==> src/rtl/seg7_scan_pkg.sv <==
// Shared constants and types for the seg7 display scan driver.
package seg7_scan_pkg;

    localparam logic SEG7_DIGIT_OFF = 1'b1;
    localparam int   SEG7_DW        = 4;
    localparam int   SEG7_DWELL_DEF = 50000;
    localparam int   SEG7_GUARD_DEF = 500;

    typedef enum logic {
        PH_GUARD = 1'b0,
        PH_SHOW  = 1'b1
    } phase_t;

endpackage

==> src/rtl/seg7_slot_timer.sv <==
// Per-digit slot counter with GUARD/SHOW phase FSM.
module seg7_slot_timer
    import seg7_scan_pkg::*;
#(
    parameter int DWELL_CYCLES = SEG7_DWELL_DEF,
    parameter int GUARD_CYCLES = SEG7_GUARD_DEF
) (
    input  logic   clk,
    input  logic   rst,
    output logic   slot_pre,
    output logic   slot_end,
    output logic   guard_end,
    output phase_t phase
);

    localparam int CW = (DWELL_CYCLES > 2) ? $clog2(DWELL_CYCLES) : 1;
    localparam logic [CW-1:0] LAST = CW'(DWELL_CYCLES - 1);
    localparam logic [CW-1:0] PRE  = CW'(DWELL_CYCLES - 2);
    localparam logic [CW-1:0] GEND = CW'(GUARD_CYCLES - 1);

    logic [CW-1:0] cnt;
    phase_t        phase_next;

    assign slot_end  = (cnt == LAST);
    assign slot_pre  = (cnt == PRE);
    assign guard_end = (phase == PH_GUARD) && (cnt == GEND);

    always_ff @(posedge clk or posedge rst) begin
        if (rst) begin
            cnt   <= '0;
            phase <= PH_GUARD;
        end else begin
            cnt   <= slot_end ? '0 : cnt + 1'b1;
            phase <= phase_next;
        end
    end

    always_comb begin
        phase_next = phase;
        unique case (phase)
            PH_GUARD: if (guard_end) phase_next = PH_SHOW;
            PH_SHOW:  if (slot_end)  phase_next = PH_GUARD;
            default:  phase_next = PH_GUARD;
        endcase
    end

endmodule

==> src/rtl/seg7_scan.sv <==
// Multiplexed 7-segment scan driver with frame-synchronous value update
// and leading-zero blanking.
module seg7_scan
    import seg7_scan_pkg::*;
#(
    parameter int DIGITS       = 4,
    parameter int DWELL_CYCLES = SEG7_DWELL_DEF,
    parameter int GUARD_CYCLES = SEG7_GUARD_DEF
) (
    input  logic                      Clk,
    input  logic                      Rst,
    input  logic                      Load,
    input  logic [SEG7_DW*DIGITS-1:0] Value_in,
    input  logic                      LZB_en,
    output logic [SEG7_DW-1:0]        Digital_to_display,
    output logic [DIGITS-1:0]         Digit_sel_n,
    output logic                      Frame_done,
    output logic                      Pending
);

    localparam int DW = SEG7_DW;
    localparam int IW = (DIGITS > 1) ? $clog2(DIGITS) : 1;
    localparam logic [IW-1:0]     LAST_IDX = IW'(DIGITS - 1);
    localparam logic [DIGITS-1:0] ALL_OFF  = {DIGITS{SEG7_DIGIT_OFF}};

    if (GUARD_CYCLES < 1 || GUARD_CYCLES >= DWELL_CYCLES || DWELL_CYCLES < 2)
    begin : g_bad_timing
        $error("seg7_scan: need 1 <= GUARD_CYCLES < DWELL_CYCLES");
    end

    logic                 slot_pre;
    logic                 slot_end;
    logic                 guard_end;
    phase_t               phase;
    logic [DW*DIGITS-1:0] active;
    logic [DW*DIGITS-1:0] pend_val;
    logic [DW*DIGITS-1:0] next_active;
    logic [IW-1:0]        idx;
    logic [IW-1:0]        idx_next;
    logic [DIGITS-1:0]    lead_zero;
    logic                 blank;
    logic                 frame_end;

    seg7_slot_timer #(
        .DWELL_CYCLES (DWELL_CYCLES),
        .GUARD_CYCLES (GUARD_CYCLES)
    ) u_timer (
        .clk       (Clk),
        .rst       (Rst),
        .slot_pre  (slot_pre),
        .slot_end  (slot_end),
        .guard_end (guard_end),
        .phase     (phase)
    );

    assign frame_end = slot_end && (idx == LAST_IDX);

    // lead_zero[i]: digits DIGITS-1 down to i are all zero
    always_comb begin
        lead_zero = '0;
        lead_zero[DIGITS-1] = (active[DW*(DIGITS-1) +: DW] == '0);
        for (int i = DIGITS - 2; i >= 0; i--)
            lead_zero[i] = lead_zero[i+1] && (active[DW*i +: DW] == '0);
        blank       = LZB_en && (idx != '0) && lead_zero[idx];
        next_active = (frame_end && Pending) ? pend_val : active;
        idx_next    = (idx == LAST_IDX) ? '0 : idx + 1'b1;
    end

    always_ff @(posedge Clk or posedge Rst) begin
        if (Rst) begin
            active             <= '0;
            pend_val           <= '0;
            Pending            <= 1'b0;
            idx                <= '0;
            Digital_to_display <= '0;
            Digit_sel_n        <= ALL_OFF;
            Frame_done         <= 1'b0;
        end else begin
            if (Load)
                pend_val <= Value_in;
            if (frame_end && Pending)
                active <= pend_val;
            Pending    <= Load || (Pending && !frame_end);
            Frame_done <= slot_pre && (idx == LAST_IDX);
            if (slot_end) begin
                idx                <= idx_next;
                Digital_to_display <= next_active[DW*idx_next +: DW];
                Digit_sel_n        <= ALL_OFF;
            end else if (guard_end) begin
                Digit_sel_n <= blank ? ALL_OFF : ~(DIGITS'(1) << idx);
            end
        end
    end

    a_onehot0: assert property (@(posedge Clk) disable iff (Rst)
        $onehot0(~Digit_sel_n));
    a_fd_width: assert property (@(posedge Clk) disable iff (Rst)
        Frame_done |=> !Frame_done);
    a_guard_off: assert property (@(posedge Clk) disable iff (Rst)
        (phase == PH_GUARD) |-> (Digit_sel_n == ALL_OFF));

endmodule

==> config.mk <==
export PLATFORM = sky130hd
export DESIGN_NAME = seg7_scan
export DESIGN_NICKNAME = d
export VERILOG_FILES = /design/src/rtl/seg7_scan_pkg.sv /design/src/rtl/seg7_slot_timer.sv /design/src/rtl/seg7_scan.sv
export SDC_FILE = /design/constraint.sdc
export NUM_CORES = 1
export LEC_CHECK = 0
export BUFFER_PORTS_ARGS = -buffer_cell sky130_fd_sc_hd__buf_2
export CORE_ASPECT_RATIO = 1.75
export CORE_MARGIN = 5
export CORE_UTILIZATION = 61
export CTS_BUF_LIST = sky130_fd_sc_hd__clkbuf_2 sky130_fd_sc_hd__clkbuf_4 sky130_fd_sc_hd__clkbuf_8
export DETAILED_ROUTE_END_ITERATION = 16
export PLACE_DENSITY = 0.91
export SETUP_SLACK_MARGIN = 0.5
export SYNTH_ARGS = -nofsm -noshare
export SYNTH_HDL_FRONTEND = slang
export SYNTH_SLANG_ARGS = --single-unit
==> constraint.sdc <==
create_clock -name Clk -period 2.8 [get_ports Clk]
set_input_delay 0.42 -clock Clk [delete_from_list [all_inputs] [get_ports Clk]]
set_output_delay 0.42 -clock Clk [all_outputs]
set_load 0.02 [all_outputs]
==> impl_metrics.py, run 1 <==
metrics = {
    "run_status": {
        "status": "complete, no violations",
    },
    "yosys": {
        "synth_seq_cells": 61,
        "synth_nets": 269,
        "syn_area_um2": 2940,
        "synth_area_leader_cell": "dfrtp_1",
        "ys_warn_count": 0,
        "synth-seq-area-share_pct": 52.1,
        "synth_top_cells_by_count": "57 x dfrtp_1, 22 x mux2_2, 16 x nor2_1, 13 x nand2_1, 12 x mux2_4",
        "synth_most_common_cell": "dfrtp_1",
        "synth_cell_types": 44,
        "yosysTopAreaCellShare_pct": 48.6,
        "synth_enable_flop_cells": 0,
        "synthCells": 242,
        "ys.flop_type": "dfrtp_1",
        "synth_async_sr_flop_share_pct": 100,
        "synth_area_leaders": "dfrtp_1 49%, mux2_2 8.4%, mux2_4 6.1%",
        "synth.avg_cell_area_um2": 12.1,
    },
    "global_routing": {
        "antenna_found_initial": 0,
        "grt_usage_pct": 21.3,
        "grt_pass1_wl_um": 10600,
        "grt.met2_usage_pct": 36.9,
        "grt-busiest-layer": "met2",
        "grt_pass1_vias": 2197,
        "grt.met3_usage_pct": 5.22,
        "grt_max_degree": 62,
        "grt.overflow.total": 0,
        "grtUsageMet1_pct": 24.4,
    },
    "worst_setup_path": {
        "path_cells": "or4_4, or4_4, nor2_8, mux2_4, a21o_1",
        "crit_buf_inv": 0,
        "reg2reg_depth": 5,
        "cpMostUsedCell": "or4_4",
        "critPathLaunchType": "flip-flop",
        "cp_slowest_cell": "or4_4",
        "slowest_delay_ns": 0.56,
        "cp_max_fo": 5,
        "rrSetupSlack_ns": 0.53,
        "rr_endpoint": "Digital_to_display[0]",
        "rr_startpoint": "u_timer.cnt[10]",
        "crit_family": "simple AND/OR/NAND/NOR gates",
        "path_class": "flip-flop to flip-flop",
        "required_ns": 3.02,
        "cp.arrival_ns": 2.49,
        "end_kind": "flip-flop",
    },
    "drt": {
        "viasPerCell": 6.15,
        "wl_per_cell_um": 18.4,
        "num_vias": 2102,
        "drt-initial-drc-count": 114,
        "first_pass_iters": 4,
        "antenna_left": 0,
        "drc": 0,
        "wirelength_um": 6280,
    },
    "die": {
        "die_y_um": 102,
        "fp.dieArea_um2": 6360,
        "die_w_um": 62.5,
        "start_util_pct": 63.0,
        "core_area_um2": 4670,
        "row_count": 33,
        "io_pins": 30,
    },
    "clock_tree": {
        "clkTransAtPathRegs_ns": 0.06,
        "cts_inserted_buffers": 9,
        "cts_tree": "yes",
        "insertion_delay_ns": 0.34,
        "htree_num_levels": 3,
        "clkSinkCount": 61,
        "ctsLongestPathBuffers": 2,
        "root_buffer": "clkbuf_8",
        "cts_hold_buf": 0,
    },
    "place": {
        "dp.cells": 316,
        "io_buffers": 29,
        "hpwlAfterDp_um": 4280,
        "routabilityCongestion": 0.942,
        "placement.setup.worst_slack_ns": 0.310,
    },
    "power": {
        "pwr-share-comb_pct": 3.8,
        "clkPwrFrac_pct": 42.4,
        "fin_total_pwr_mw": 1.71,
        "power.density_nw_per_um2": 506,
        "p_sw_mw": 0.364,
        "ir_worst_vdd_mv": 0.470,
        "p_seq_share_pct": 53.8,
        "p_leak_nw": 1.63,
        "intPower_mw": 1.35,
        "netSwitchingFraction_pct": 21.3,
    },
    "layout": {
        "fillCellCount": 316,
        "stdcell_count": 342,
        "drive_above_1_share_pct": 36.2,
        "nets": 312,
        "syn_to_final_growth_pct": 15.1,
        "antenna_cells": 0,
    },
    "worst_hold_path": {
        "hp-class": "input port to async pin",
    },
    "timing": {
        "min_period_ns": 2.27,
        "finalHoldViolations": 0,
        "setup_violations": 0,
        "final.setup_skew_ns": 0.00573,
        "slew_violations": 0,
        "worstMarginPinSlew_ns": 0.739,
        "max_freq_mhz": 441,
        "tns_ns": 0,
        "finalWorstSetupSlack_ns": 0.532,
        "max_slew_margin_pct": 50.7,
        "final.period_utilization_pct": 81.0,
        "rsz0062_at_grt": "true",
    },
    "run": {
        "maxCapViolations": 0,
    },
}
[kinds of logic (layout without fill, tap and decap cells)]
family,Yosys count,count (layout),share of synthesized area (%)
xor gates and xnor gates,13,13,3.88
buffers and inverters,15,62,3.24
DFF,61,61,52.1
AOI/OAI and AO/OA,29,29,6.18
and+or+nand+nor,77,78,15.0
adders and majority gates,7,7,2.98
muxes,40,40,16.6
[sequential cells by signal, indices dropped and copies added (netlist names)]
register            cells
Pending                 1
Digit_sel_n             4
pend_val               16
u_timer.phase           1
Digital_to_display      4
Frame_done              1
idx                     2
active                 16
u_timer.cnt            16
[per-layer routing]
metal / share of wire [%] / vias to the layer above / routed length, um
met3: 5.1 / 16 / 320
li1: - / 960 / -
met4: 2.3 / 0 / 146
met5: 0 / - / 0
met2: 56 / 77 / 3540
met1: 36 / 1049 / 2270
[stage by stage]
stage          hold slack [ns]  instance area [um^2]  util, %
2_1_floorplan            0.467                  2940        -
3_3_place_gp             0.482                  3110     66.6
3_5_place_dp             0.489                  3110     66.6
4_1_cts                  0.303                  3380     72.4
5_1_grt                  0.309                  3380     72.5
6_report                 0.274                  3380     72.5
[worst min-delay path: cells and delay by family]
kind | cells | cell delay, ns
buffers and inverters | 3 | 0.69
[what timing repair did]
| action | in CTS | in global routing |
|---|---|---|
| cloned | 1 | 0 |
| gates resized for setup | 1 | 1 |
| endpoints found under the setup margin | 18 | 12 |
| buffers inserted | 9 | 0 |
| pin swaps | 3 | 2 |
[final cells by class]
class,instances,area (um^2),share of cell area [%]
clock buffer,15,181,5.37
clock inverter,1,5.00,0.148
inverter,4,15.0,0.444
multi-input combinational,167,1340,39.5
sequential,61,1530,45.3
tap,52,65.1,1.92
timing repair buffer,42,246,7.29
[worst max path at each step]
stage                    startpoint                     to  slack, ns  depth (start not counted)
global route        u_timer.cnt[13]  Digital_to_display[0]       0.49                          5
floorplan           u_timer.cnt[11]  Digital_to_display[0]       0.62                          5
detailed placement  u_timer.cnt[11]  Digital_to_display[0]       0.31                          5
finish              u_timer.cnt[10]  Digital_to_display[0]       0.53                          5
CTS                 u_timer.cnt[10]  Digital_to_display[0]       0.51                          5
global placement    u_timer.cnt[11]  Digital_to_display[0]       0.39                          5
[power groups by stage]
stage	registers, mW	clock network (mW)	logic, mW
2_1_floorplan	0.930	0	0.0455
3_3_place_gp	0.935	0	0.0640
3_5_place_dp	0.936	0	0.0674
4_1_cts	0.921	0.740	0.0678
5_1_grt	0.923	0.776	0.0749
6_report	0.921	0.725	0.0654
[cells in the final DEF, fill, tap and decap left out, types with 3 or more instances in the layout]
master,count
a21oi_1,6
ha_1,7
nor3_1,4
buf_2,29
a21o_1,3
mux2i_1,6
nor4_1,8
dfrtp_1,57
clkbuf_8,11
nand3b_1,3
nand4_1,3
nand3_1,11
buf_4,12
xnor2_1,6
clkbuf_4,4
and3_1,3
mux2_4,12
dfstp_2,4
a211oi_1,3
inv_1,3
xor2_1,7
mux2_2,22
nor2_1,16
nand2_1,13
o21ai_0,10
Power figures use the tool's default switching activity.
==> run 2, diff against run 1 <==
- clock period: 2.8 -> 2.25 ns (I/O delays scaled with it)
==> impl_metrics.py, run 2 (same netlist as run 1, synthesis figures left out) <==
metrics = {
    "run_status": {
        "status": "complete, no violations",
    },
    "drt": {
        "viasPerCell": 6.10,
        "wl_per_cell_um": 18.5,
        "num_vias": 2171,
        "first_pass_iters": 4,
        "antenna_left": 0,
        "drc": 0,
        "drt-initial-drc-count": 156,
        "wirelength_um": 6600,
    },
    "clock_tree": {
        "clkSinkCount": 61,
        "htree_num_levels": 3,
        "root_buffer": "clkbuf_8",
        "ctsLongestPathBuffers": 2,
        "cts_tree": "yes",
        "insertion_delay_ns": 0.34,
        "cts_inserted_buffers": 9,
        "clkTransAtPathRegs_ns": 0.06,
    },
    "die": {
        "die_y_um": 102,
        "fp.dieArea_um2": 6360,
        "start_util_pct": 63.0,
        "die_w_um": 62.5,
        "row_count": 33,
        "io_pins": 30,
        "core_area_um2": 4670,
    },
    "timing": {
        "max_slew_margin_pct": 65.9,
        "tns_ns": 0,
        "final.setup_skew_ns": 0.00486,
        "final.period_utilization_pct": 97.6,
        "slew_violations": 0,
        "finalHoldViolations": 0,
        "min_period_ns": 2.20,
        "setup_violations": 0,
        "max_freq_mhz": 456,
        "finalWorstSetupSlack_ns": 0.0547,
        "worstMarginPinSlew_ns": 0.508,
        "rsz0062_at_grt": "true",
    },
    "worst_setup_path": {
        "end_kind": "flip-flop",
        "reg2reg_depth": 5,
        "cp_max_fo": 9,
        "rr_endpoint": "active[5]",
        "critPathLaunchType": "flip-flop",
        "critPathCapture": "active[5]",
        "cp.arrival_ns": 2.42,
        "rr_startpoint": "u_timer.cnt[11]",
        "rrSetupSlack_ns": 0.05,
        "required_ns": 2.48,
        "path_class": "flip-flop to flip-flop",
        "crit_start": "u_timer.cnt[11]",
    },
    "place": {
        "hpwlAfterDp_um": 4750,
        "placement.setup.worst_slack_ns": 0.0387,
        "routabilityCongestion": 0.918,
        "io_buffers": 29,
    },
    "worst_hold_path": {
        "hp-class": "input port to flip-flop",
        "hp-start": "Value_in[4]",
    },
    "layout": {
        "final_util_pct": 76.6,
        "final_cell_mix": "57 x dfrtp_1, 29 x buf_2, 22 x mux2_2, 22 x buf_4, 15 x nor2_1",
        "final_common_cell": "dfrtp_1",
        "drive_above_1_share_pct": 38.8,
        "antenna_cells": 0,
        "nets": 327,
        "syn_to_final_growth_pct": 21.6,
        "top_regs": "active: 16 flops, pend_val: 16 flops, u_timer.cnt: 16 flops",
    },
    "global_routing": {
        "grt_pass1_vias": 2464,
        "grt_usage_pct": 23.8,
        "grt.overflow.total": 0,
        "antenna_found_initial": 0,
        "grt_max_degree": 28,
        "grt_pass1_wl_um": 11800,
    },
    "run": {
        "maxCapViolations": 0,
    },
    "power": {
        "p_leak_nw": 1.73,
        "power.density_nw_per_um2": 613,
        "ir_worst_vdd_mv": 0.502,
    },
}
[run 2: changes by cell type in the layout (fill, tap and decap cells not counted), sizes merged]
cell         previous run  this run
nor2                   18        17
bufbuf                  0         1
clkinv                  1         0
dlygate4sd3             0         1
buf                    42        56
inv                     4         3
clkinvlp                0         1
[run 2: where the power goes]
part	total (mW)	leakage, nW	switching (mW)	internal, mW
clock	0.960	0.105	0.403	0.557
sequential	1.15	0.782	0.0206	1.13
combinational	0.0849	0.843	0.0399	0.0450
[run 2: worst min-delay path by stage]
stage	slack, ns	cells past startpoint	end
floorplan	0.45	1	Digital_to_display[0]
global placement	0.32	2	pend_val[11]
detailed placement	0.33	2	pend_val[9]
CTS	0.21	2	pend_val[8]
global route	0.22	2	pend_val[13]
finish	0.22	2	pend_val[4]
[run 2: routing by layer]
layer / wire (um) / up-vias / part of all wire (%) / track usage (%)
li1: - / 987 / - / -
met1: 2300 / 1073 / 35 / 24.7
met2: 3620 / 76 / 55 / 42.3
met3: 347 / 35 / 5.3 / 6.55
met4: 325 / 0 / 4.9 / 14.4
met5: 0 / - / 0 / 0
[run 2: metrics by stage]
| stage | power (mW) | instances | cell area (um^2) | hold slack, ns |
|---|---|---|---|---|
| 6_report | 2.19 | 356 | 3570 | 0.224 |
| 5_1_grt | 2.28 | 356 | 3570 | 0.218 |
| 4_1_cts | 2.20 | 355 | 3560 | 0.213 |
| 3_5_place_dp | 1.25 | 332 | 3260 | 0.331 |
| 3_3_place_gp | 1.25 | 332 | 3260 | 0.324 |
| 2_1_floorplan | 1.21 | 242 | 2940 | 0.448 |
[run 2: cell type report]
class / instances / area [um^2]
inverter: 4 / 18.8
timing repair buffer: 58 / 435
multi-input combinational: 166 / 1320
fill: 294 / 1090
sequential: 61 / 1530
clock buffer: 15 / 200
tap: 52 / 65.1
[run 2: timing repair]
| action | 4_1_cts | 5_1_grt |
|---|---|---|
| hold buffers | 1 | 0 |
| endpoints found under the hold margin | 14 | 0 |
| endpoints found under the setup margin | 24 | 37 |
| buffers inserted | 6 | 1 |
| resized for setup | 1 | 3 |
| cloned | 1 | 0 |
| pin swaps | 1 | 1 |
[run 2: critical path, cell delays in order (launching register included)]
cell and delay [ns]:
dfrtp_1 0.39, or4_4 0.54, or4_4 0.47, nor2_8 0.17, buf_12 0.16, mux2_2 0.34
==> run 3, diff against run 2 <==
- CORE_MARGIN: 5 -> 2
==> impl_metrics.py, run 3 (same netlist as run 1, synthesis figures left out) <==
metrics = {
    "layout": {
        "final_common_cell": "dfrtp_1",
        "syn_to_final_growth_pct": 25.1,
        "final_cell_mix": "57 x dfrtp_1, 29 x buf_2, 25 x buf_4, 22 x mux2_2, 16 x nor2_1",
        "top_regs": "active: 16 flops, pend_val: 16 flops, u_timer.cnt: 16 flops",
        "nets": 333,
        "stdcell_count": 363,
        "drive_above_1_share_pct": 41.5,
        "final_util_pct": 78.8,
        "antenna_cells": 0,
    },
    "timing": {
        "final.period_utilization_pct": 98.5,
        "tns_ns": 0,
        "final.setup_skew_ns": 0.00962,
        "worstMarginPinSlew_ns": 0.577,
        "min_period_ns": 2.22,
        "setup_violations": 0,
        "finalHoldViolations": 0,
        "max_slew_margin_pct": 61.5,
        "slew_violations": 0,
        "rsz0062_at_grt": "true",
        "max_freq_mhz": 451,
    },
    "power": {
        "p_leak_nw": 1.78,
        "clkPwrFrac_pct": 47.2,
        "intPower_mw": 1.82,
        "ir_worst_vdd_mv": 0.737,
        "netSwitchingFraction_pct": 21.9,
        "pwr-share-comb_pct": 3.6,
        "power.density_nw_per_um2": 634,
        "p_sw_mw": 0.510,
        "p_seq_share_pct": 49.2,
    },
    "die": {
        "start_util_pct": 63.0,
        "die_y_um": 95.8,
        "row_count": 33,
        "io_pins": 30,
        "die_w_um": 56.5,
        "core_area_um2": 4670,
        "fp.dieArea_um2": 5410,
    },
    "run": {
        "maxCapViolations": 0,
    },
    "global_routing": {
        "grt_pass1_vias": 2316,
        "grt.overflow.total": 0,
        "grt_max_degree": 27,
        "grt_pass1_wl_um": 11300,
        "grt_usage_pct": 28.2,
        "antenna_found_initial": 0,
    },
    "drt": {
        "viasPerCell": 6.23,
        "antenna_left": 0,
        "first_pass_iters": 5,
        "wl_per_cell_um": 20.4,
        "num_vias": 2263,
        "wirelength_um": 7400,
        "drt-initial-drc-count": 143,
        "drc": 0,
    },
    "worst_setup_path": {
        "end_kind": "flip-flop",
        "path_class": "flip-flop to flip-flop",
        "required_ns": 2.48,
        "critPathLaunchType": "flip-flop",
        "cp_max_fo": 8,
        "cp.arrival_ns": 2.44,
    },
    "clock_tree": {
        "cts_inserted_buffers": 9,
        "clkSinkCount": 61,
        "ctsLongestPathBuffers": 2,
        "clkTransAtPathRegs_ns": 0.07,
        "root_buffer": "clkbuf_8",
        "htree_num_levels": 3,
        "cts_hold_buf": 0,
        "cts_tree": "yes",
        "insertion_delay_ns": 0.35,
    },
    "place": {
        "hpwlAfterDp_um": 4610,
        "io_buffers": 29,
        "dp.cells": 331,
        "routabilityCongestion": 0.870,
    },
    "worst_hold_path": {
        "hp-class": "input port to async pin",
    },
    "run_status": {
        "status": "complete, no violations",
    },
}
run 3: power groups by stage:
| stage | sequential (mW) | combinational (mW) | clock (mW) |
|---|---|---|---|
| CTS | 1.15 | 0.0860 | 1.10 |
| global route | 1.15 | 0.0937 | 1.16 |
| floorplan | 1.16 | 0.0570 | 0 |
| global placement | 1.16 | 0.0818 | 0 |
| finish | 1.15 | 0.0837 | 1.10 |
| detailed placement | 1.17 | 0.0857 | 0 |
run 3: critical path: stages, from the launching register on:
cell and delay, ns:
dfrtp_1 0.38, or4_4 0.53, or4_4 0.48, nor2_8 0.21, buf_6 0.18, mux2_4 0.31
run 3: area by class of cell:
type | instances | area (um^2)
sequential | 61 | 1530
multi-input combinational | 166 | 1350
fill | 260 | 991
timing repair buffer | 64 | 488
clock buffer | 10 | 138
clock inverter | 6 | 86.3
tap | 52 | 65.1
inverter | 4 | 18.8
run 3: per-layer routing:
metal  vias up  GRT usage, %  part of all wire [%]
met2        85          49.4                    57
met5         -             0                     0
li1        999             -                     -
met1      1151          30.4                    35
met3        28          6.18                   4.3
met4         0          18.1                   4.4
run 3: repair_timing:
item | 4_1_cts | 5_1_grt
pin swaps | 1 | 2
gates resized for setup | 4 | 10
endpoints found under the hold margin | 0 | 0
gates cloned | 1 | 1
setup buffers | 4 | 10
setup endpoints to repair | 26 | 37
run 3: path summary, 6_finish.rpt:
path | cells past startpoint | to | slack [ns] | from
hold / removal | 2 | u_timer.cnt[12] | 0.05 | Rst
hold reg to reg | 1 | active[4] | 0.51 | pend_val[4]
setup / recovery | 5 | active[0] | 0.03 | u_timer.cnt[11]
setup reg to reg | 5 | active[0] | 0.03 | u_timer.cnt[11]
min in group Clk | 2 | pend_val[0] | 0.22 | Value_in[0]
max in group asynchronous | 3 | Digit_sel_n[1] | 1.51 | Rst
run 3: stage by stage:
step	total power, mW	setup WS (ns)	instance area [um^2]	hold slack (ns)
floorplan	1.21	0.0671	2940	0.448
global placement	1.25	0.0446	3240	0.408
detailed placement	1.25	-0.000906	3240	0.425
CTS	2.34	0.0219	3540	0.0571
global route	2.40	0.00706	3670	0.0750
finish	2.33	0.0328	3670	0.0454
